$ cat config.mk
export PLATFORM = sky130hd
export DESIGN_NAME = regfile_write_arbiter
export DESIGN_NICKNAME = d
export VERILOG_FILES = /design/src/rtl/regfile_write_arbiter_pkg.sv /design/src/rtl/regfile_write_arbiter_rr_arbiter3.sv /design/src/rtl/regfile_write_arbiter.sv
export SDC_FILE = /design/constraint.sdc
export NUM_CORES = 1
export LEC_CHECK = 0
export ABC_CLOCK_PERIOD_IN_PS = 3500
export CORE_AREA = 2 2 83 105
export CTS_CLUSTER_DIAMETER = 30
export CTS_CLUSTER_SIZE = 8
export DETAILED_ROUTE_END_ITERATION = 10
export DIE_AREA = 0 0 85 107
export GPL_TIMING_DRIVEN = 0
export PLACE_DENSITY = 0.81
export SYNTH_ARGS = -nofsm -noshare
export SYNTH_HDL_FRONTEND = slang
export SYNTH_HIERARCHICAL = 1
export SYNTH_SLANG_ARGS = --single-unit
$ cat constraint.sdc
create_clock -name clk_in -period 3.5 [get_ports clk_in]
set_input_delay 0.875 -clock clk_in [delete_from_list [all_inputs] [get_ports clk_in]]
set_output_delay 0.875 -clock clk_in [all_outputs]
set_load 0.01 [all_outputs]
$ cat src/rtl/regfile_write_arbiter_pkg.sv
// Shared types and constants for the register-file write arbiter.
package regfile_write_arbiter_pkg;

    localparam int unsigned REG_ADDR_W = 5;
    localparam int unsigned REG_DATA_W = 32;
    localparam int unsigned NUM_REQ    = 3;
    localparam int unsigned PTR_W      = 2;

    localparam logic [REG_ADDR_W-1:0] SP_REG_IDX   = 5'd2;
    localparam logic [REG_ADDR_W-1:0] ZERO_REG_IDX = 5'd0;
    localparam logic [REG_ADDR_W-1:0] LAST_REG_IDX = 5'd31;
    localparam logic [REG_ADDR_W-1:0] FIRST_REG_IDX = 5'd1;

    typedef enum logic {
        ST_ARB   = 1'b0,
        ST_CLEAR = 1'b1
    } state_e;

    typedef struct packed {
        logic                  we;
        logic [REG_ADDR_W-1:0] addr;
        logic [REG_DATA_W-1:0] data;
    } rf_write_t;

    // Pointer value that follows a grant to requester idx.
    function automatic logic [PTR_W-1:0] next_ptr(input int unsigned idx);
        return (idx >= NUM_REQ - 1) ? PTR_W'(0) : PTR_W'(idx + 1);
    endfunction

endpackage

$ cat src/rtl/regfile_write_arbiter_rr_arbiter3.sv
// Combinational 3-way round-robin grant, searching upward from rr_ptr_i.
module rr_arbiter3
    import regfile_write_arbiter_pkg::*;
(
    input  logic [NUM_REQ-1:0] valid_i,
    input  logic [PTR_W-1:0]   rr_ptr_i,
    output logic [NUM_REQ-1:0] grant_c
);

    logic [2:0] idx;
    logic       found;

    always_comb begin
        grant_c = '0;
        found   = 1'b0;
        idx     = '0;
        for (int k = 0; k < 3; k++) begin
            idx = 3'(rr_ptr_i) + 3'(k);
            if (idx >= 3'(NUM_REQ)) begin
                idx = idx - 3'(NUM_REQ);
            end
            if (!found && valid_i[idx[1:0]]) begin
                grant_c[idx[1:0]] = 1'b1;
                found             = 1'b1;
            end
        end
    end

endmodule

$ cat src/rtl/regfile_write_arbiter.sv
// Arbitrates three register-file write ports and runs a register clear sweep
// (x1..x31, x2 loaded with SP_INIT) on command or after reset.
module regfile_write_arbiter
    import regfile_write_arbiter_pkg::*;
#(
    parameter logic [31:0] SP_INIT        = 32'h00001000,
    parameter bit          CLEAR_ON_RESET = 1'b1
) (
    input  logic                            clk_in,
    input  logic                            reset,
    input  logic [NUM_REQ-1:0]              req_valid,
    input  logic [NUM_REQ*REG_ADDR_W-1:0]   req_addr,
    input  logic [NUM_REQ*REG_DATA_W-1:0]   req_data,
    output logic [NUM_REQ-1:0]              req_ready,
    input  logic                            clear_start,
    output logic                            clear_busy,
    output logic                            clear_done,
    output logic                            rf_reg_write,
    output logic [REG_ADDR_W-1:0]           rf_write_register,
    output logic [REG_DATA_W-1:0]           rf_data_to_write
);

    state_e                state_q, state_d;
    logic [PTR_W-1:0]      rr_ptr_q, rr_ptr_d;
    logic [REG_ADDR_W-1:0] cnt_q, cnt_d;
    rf_write_t             rf_q, rf_d;
    logic                  busy_q, busy_d;
    logic                  done_q, done_d;
    logic                  init_clr_q;

    logic                  clear_req;
    logic                  arb_en;
    logic [NUM_REQ-1:0]    grant;

    // The post-reset sweep is a one-shot synthetic clear_start.
    assign clear_req = clear_start | init_clr_q;
    assign arb_en    = !reset && (state_q == ST_ARB) && !clear_req;

    rr_arbiter3 u_rr_arbiter3 (
        .valid_i  (req_valid),
        .rr_ptr_i (rr_ptr_q),
        .grant_c  (grant)
    );

    assign req_ready = arb_en ? grant : '0;

    always_comb begin
        state_d  = state_q;
        rr_ptr_d = rr_ptr_q;
        cnt_d    = cnt_q;
        rf_d     = rf_q;
        rf_d.we  = 1'b0;
        busy_d   = 1'b0;
        done_d   = 1'b0;
        unique case (state_q)
            ST_ARB: begin
                if (clear_req) begin
                    state_d = ST_CLEAR;
                    cnt_d   = FIRST_REG_IDX;
                end else begin
                    for (int unsigned i = 0; i < NUM_REQ; i++) begin
                        if (grant[i]) begin
                            rr_ptr_d = next_ptr(i);
                            // Writes to x0 are consumed but never reach the file.
                            if (req_addr[i*REG_ADDR_W +: REG_ADDR_W] != ZERO_REG_IDX) begin
                                rf_d.we   = 1'b1;
                                rf_d.addr = req_addr[i*REG_ADDR_W +: REG_ADDR_W];
                                rf_d.data = req_data[i*REG_DATA_W +: REG_DATA_W];
                            end
                        end
                    end
                end
            end
            ST_CLEAR: begin
                rf_d.we   = 1'b1;
                rf_d.addr = cnt_q;
                rf_d.data = (cnt_q == SP_REG_IDX) ? SP_INIT : '0;
                busy_d    = 1'b1;
                if (cnt_q == LAST_REG_IDX) begin
                    done_d  = 1'b1;
                    state_d = ST_ARB;
                    cnt_d   = '0;
                end else begin
                    cnt_d = cnt_q + REG_ADDR_W'(1);
                end
            end
            default: begin
                state_d = ST_ARB;
            end
        endcase
    end

    always_ff @(posedge clk_in) begin
        if (reset) begin
            state_q    <= ST_ARB;
            rr_ptr_q   <= '0;
            cnt_q      <= '0;
            rf_q       <= '0;
            busy_q     <= 1'b0;
            done_q     <= 1'b0;
            init_clr_q <= CLEAR_ON_RESET;
        end else begin
            state_q    <= state_d;
            rr_ptr_q   <= rr_ptr_d;
            cnt_q      <= cnt_d;
            rf_q       <= rf_d;
            busy_q     <= busy_d;
            done_q     <= done_d;
            init_clr_q <= 1'b0;
        end
    end

    assign rf_reg_write      = rf_q.we;
    assign rf_write_register = rf_q.addr;
    assign rf_data_to_write  = rf_q.data;
    assign clear_busy        = busy_q;
    assign clear_done        = done_q;

endmodule

### Yosys cells after proc, flatten, opt, wreduce, memory -nomap -nowiden

Index checks and enable logic that the tools add are counted.

| storage, ports and cells | value |
|---|---|
| flip-flop bits (word level) | 49 |
| bits in latches | 0 |
| logic and storage cells | 92 |
| RAM bits | 0 |
| output and inout port bits | 43 |
| memories kept | 0 |
| ROM bits | 0 |

| cells by class | value |
|---|---|
| mux-type cells | 42 |
| shift operators | 0 |
| order comparisons | 9 |
| reductions and logical operators | 17 |
| add/subtract/negate cells | 6 |
| divide/modulo/power cells | 0 |
| bitwise gates (word level) | 5 |
| $mul | 0 |
| equality and inequality tests | 4 |

Operators by type and width:

| operator | count |
|---|---|
| $mux 38 | 7 |
| $pmux 38 s2 | 1 |
| $reduce_bool 5->1 | 3 |
| $mux 1 | 13 |
| $mux 13 | 1 |
| $mux 2 | 6 |
| $mux 3 | 4 |
| $mux 5 | 2 |
| $pmux 5 s2 | 1 |
| $lt 2x3->1 const B | 3 |
| $logic_and 1x1->1 | 7 |
| $bmux 1 s2 | 3 |
| $demux 1 s2 | 3 |
| $ge 2x1->1 const B | 3 |
| $ge 3x2->1 const B | 2 |
| $or 3x3->3 | 2 |
| $sub 2x2->2 const B | 3 |
| $add 5x1->5 const B | 1 |
| $eq 5x2->1 const B | 1 |
| $eq 5x5->1 const B | 1 |
| $logic_not 1->1 | 4 |
| $ne 2x2->1 const B | 2 |
| $add 2x1->3 const B | 1 |
| $add 2x2->3 const B | 1 |
| other kinds (7) | 8 |

### Longest topological paths before layout

| depth | value |
|---|---|
| word-level depth | 18 |
| gate-level depth with buffers | 13 |

### Cells and area by module

The synthesis kept the hierarchy.

Modules (own cells, without submodules):

| module | times used | cells an instance | area each (um^2) | seq. area each (um^2) |
|---|---|---|---|---|
| regfile_write_arbiter | 1 | 369 | 3079.2 | 980.9 |
| rr_arbiter3 | 1 | 34 | 266.5 | 0.0 |

### Least setup slack after synthesis

Ideal clock, no wire load.

| timing | value |
|---|---|
| path type | input port to output port |
| start | in req_valid[0] |
| end | out req_ready[0] |
| required time | 2.625 ns |
| stages | 6 |
| buffers on the path | 1 |
| arrival | 2.096 ns |
| path slack | 0.529 ns |
| path through | mux2i_1 a221o_1 o22ai_1 a221o_1 clkbuf_1 and2_1 |

| between the ends | value |
|---|---|
| cells in the longest elaborated chain, start to end | 10 |
| elaborated cells between the ends (all ways) | 18 |
| classes of those cells | mux: 12; bitwise: 2; reduce/logical: 4 |

Ends and longest elaborated chain:

| element | line | text |
|---|---|---|
| start, declared | regfile_write_arbiter.sv:11 | `input logic [NUM_REQ-1:0] req_valid,` |
| $bmux 1 s2 | regfile_write_arbiter_rr_arbiter3.sv:22 | `if (!found && valid_i[idx[1:0]]) begin` |
| $mux 1 (not written as such) | regfile_write_arbiter_rr_arbiter3.sv:22 |  |
| $mux 1 | regfile_write_arbiter_rr_arbiter3.sv:22 |  |
| $logic_not 1->1 | regfile_write_arbiter_rr_arbiter3.sv:22 |  |
| $logic_and 1x1->1 | regfile_write_arbiter_rr_arbiter3.sv:22 |  |
| $mux 1 | regfile_write_arbiter_rr_arbiter3.sv:22 |  |
| $logic_not 1->1 | regfile_write_arbiter_rr_arbiter3.sv:22 |  |
| $logic_and 1x1->1 | regfile_write_arbiter_rr_arbiter3.sv:22 |  |
| $mux 3 * | regfile_write_arbiter_rr_arbiter3.sv:22 |  |
| named net grant[0] | regfile_write_arbiter.sv:33 | `logic [NUM_REQ-1:0] grant;` |
| $mux 3 * | regfile_write_arbiter.sv:45 | `assign req_ready = arb_en ? grant : '0;` |
| end, declared | regfile_write_arbiter.sv:14 | `output logic [NUM_REQ-1:0] req_ready,` |

Mark *: on every way through the listed nets, which the timed path passes. The rest lies on a longest branch. The select of a mux whose other input is x is not followed.

### Final worst setup path

| timing | value |
|---|---|
| start | in clear_start |
| end | out req_ready[1] |

| between the ends | value |
|---|---|
| cells in the longest elaborated chain, start to end | 4 |

Ends and longest elaborated chain:

| element | line | text |
|---|---|---|
| start, declared | regfile_write_arbiter.sv:15 | `input logic clear_start,` |
| $or 1x1->1 | regfile_write_arbiter.sv:36 | `assign clear_req = clear_start \| init_clr_q;` |
| $logic_not 1->1 | regfile_write_arbiter.sv:37 | `assign arb_en = !reset && (state_q == ST_ARB) && !clear_req;` |
| $logic_and 1x1->1 | regfile_write_arbiter.sv:37 |  |
| $mux 3 | regfile_write_arbiter.sv:45 |  |

No other way between the ends.

==> impl_metrics.toml <==
[status]
outcome = "completed"

[synthesis]
synthDistinctLibCells = 50
synthCells = 403
yosysWarnings = 6
synthTopCellsByArea = "dfxtp_1 29%, a211oi_2 10%, a211oi_1 7.6%"
synth_edf_count = 0
synth_top_area_cell = "dfxtp_1"
synth_seq_cells = 49
synth-seq-area-share = 0.2932
synthFlopType = "dfxtp_1"
synth_common_cells = "49 x dfxtp_1, 45 x nand2_1, 39 x o21ai_0"
synth_area_um2 = 3346
yosysMostFrequentCell = "dfxtp_1"
synth-async-reset-ratio = 0
syn-mean-instance-area_um2 = 8.302
synth_fp_nets = 527
yosysTopAreaCellShare = 0.2932

[global_route]
grt_pass1_vias = 3992
antenna_found_initial = 0
grtUsageTotal = 0.2612
grt_max_degree = 17
grt_pass1_wl_um = 19180
grt-ovfl-total = 0

[sta]
min_period_ns = 3.452
finalClockSkew_ns = 0.01483
rsz0062_at_grt = "no"
final-setup-viol-count = 0
final-hold-violation-count = 0
maxSlewViolCount = 0
tns_ns = 0
worst_slew_pin_slew_ns = 0.6517
holdWs_ns = 0.4865
timing.fmax_ghz = 0.2897
timing.final.crit_share = 0.9863
relSlewSlack = 0.5622
timing.final.ws_setup_ns = 0.04805

[placed_design]
port-buffer-count = 159
dpl.hpwl_um = 9016
place_ws_ns = -0.7847
gp_congestion = 0.8730

[setup_path]
critical_path.slowest_cell = "clkdlybuf4s50_1"
critPathArrivalTime_ns = 2.58
crit_chain = "clkdlybuf4s50_1 -> nor4_4 -> buf_6 -> and2_1 -> clkdlybuf4s50_1"
crit_type = "in2out"
worstSetupEndpointType = "output port"
critPathLaunchType = "input pin"
path_max_fanout = 10
cpPeakStageDelay_ns = 0.53
required_ns = 2.62
path_common_cell = "clkdlybuf4s50_1"

[floorplanning]
ios = 160
placeableCoreArea_um2 = 8102
die-area_um2 = 9095
dieWidth_um = 85
die_h_um = 107
start_util = 0.4130
std_cell_rows = 37

[clock_tree]
htree_levels = 2
numCtsBuffers = 5
cts_root_buffer = "clkbuf_8"
cts_sinks = 49
postCtsHoldBufs = 0
tritoncts = "yes"
clock_latency_ns = 0.32
cts.clk_slew.worst_paths_ns = 0.10
clockBufferDepth = 2

[power_and_ir_drop]
ir_worst_vdd_uv = 168.3
power.density_nw_per_um2 = 326.5
p_leak_nw = 2.084

[finish]
post-route-util = 0.6508
fillCellCount = 682
layout-drive-gt1-share = 0.1533
multiInputGateArea_um2 = 2160
diodes = 0
final_nets = 697
area_growth_pct = 57.59
seq_area_um2 = 983.4

[route]
num_vias = 3994
remaining_drc_errors = 0
drt-vias-per-instance = 5.952
wl_um = 12120
postRouteAntennaNets = 0
dr.pass1.iters = 4
wl_per_cell_um = 18.07
dr.first_iter.drc_count = 200

[flow_run]
maxCapViolations = 0

[min_path]
hp-class = "reg2reg"
==> critical path: cells and delay by family <==
kind	cells	cell delay [ns]
buf+inv	3	1.21
simple gates	2	0.49
==> registers in the layout (all words and copies together), names as in the netlist <==
signal and cells:
clear_busy 1, clear_done 1, cnt_q 5, init_clr_q 1, rf_data_to_write 32, rf_reg_write 1, rf_write_register 5, rr_ptr_q 2
state_q 1
==> through the flow <==
stage | instances | area [um2] | total power [mW]
2_1_floorplan | 403 | 3346 | 0.9830
6_report | 671 | 5273 | 1.721
3_3_place_gp | 659 | 5059 | 1.267
3_5_place_dp | 659 | 5059 | 1.280
5_1_grt | 671 | 5273 | 1.810
4_1_cts | 669 | 5235 | 1.713
==> cells by family (layout without fill, tap and decap cells) <==
| group | count (synthesis) | count (layout) | synth area share |
|---|---|---|---|
| muxes | 2 | 2 | 0.005984 |
| DFF | 49 | 49 | 0.2932 |
| and+or+nand+nor | 122 | 122 | 0.1791 |
| AOI/OAI and AO/OA | 177 | 177 | 0.4181 |
| adders and majority gates | 7 | 7 | 0.02618 |
| buffers and inverters | 46 | 217 | 0.07741 |
==> timing repair <==
action,in CTS,in global routing
setup endpoints to repair,3,2
resized for setup,19,5
buffers inserted,3,2
pin swaps,3,1
cloned,0,0
==> layer usage <==
layer	part of all wire	vias up	track usage
li1	-	1868	-
met1	0.40	1926	0.2930
met2	0.51	172	0.4838
met3	0.064	28	0.05004
met4	0.028	0	0.09297
met5	0	-	0
==> report_power, final <==
part	switching [mW]	total (mW)	internal [mW]	leakage [nW]
Sequential	0.0272	0.619	0.591	0.400
Combinational	0.340	0.677	0.337	1.63
Clock	0.211	0.426	0.214	0.0543
Total	0.578	1.72	1.14	2.08
==> layout by cell type (no fill, tap or decap), types with 3 or more instances in the layout <==
cell / n
and2_1: 5
clkdlybuf4s50_1: 154
nor3_1: 37
a21o_1: 31
a211oi_1: 34
nand2b_1: 5
and3_1: 4
clkbuf_1: 10
nor3b_1: 3
nand2_1: 45
a211oi_2: 28
ha_1: 6
buf_4: 9
a21oi_1: 7
o21ai_0: 39
nor2_1: 10
nand3_1: 3
inv_1: 8
o31ai_1: 3
o32ai_1: 4
buf_6: 8
dfxtp_1: 47
a22o_1: 4
clkbuf_8: 5
buf_2: 13
==> worst paths after layout <==
check	start	end	slack, ns	cells after the start
worst max-delay path	clear_start	req_ready[1]	0.05	5
worst min-delay path	rf_data_to_write[23]	rf_data_to_write[23]	0.49	1
worst max register to register	rr_ptr_q[1]	rf_data_to_write[3]	0.61	13
worst min register to register	rf_data_to_write[23]	rf_data_to_write[23]	0.49	1
==> layout make-up <==
class / count / share of cell area
buffer: 36 / 0.04319
clock buffer: 5 / 0.01305
tap: 97 / 0.02302
clock inverter: 3 / 0.008780
multi-input combinational: 308 / 0.4096
timing repair buffer: 164 / 0.3094
inverter: 9 / 0.006407
sequential: 49 / 0.1865
Power figures use the tool's default switching activity.
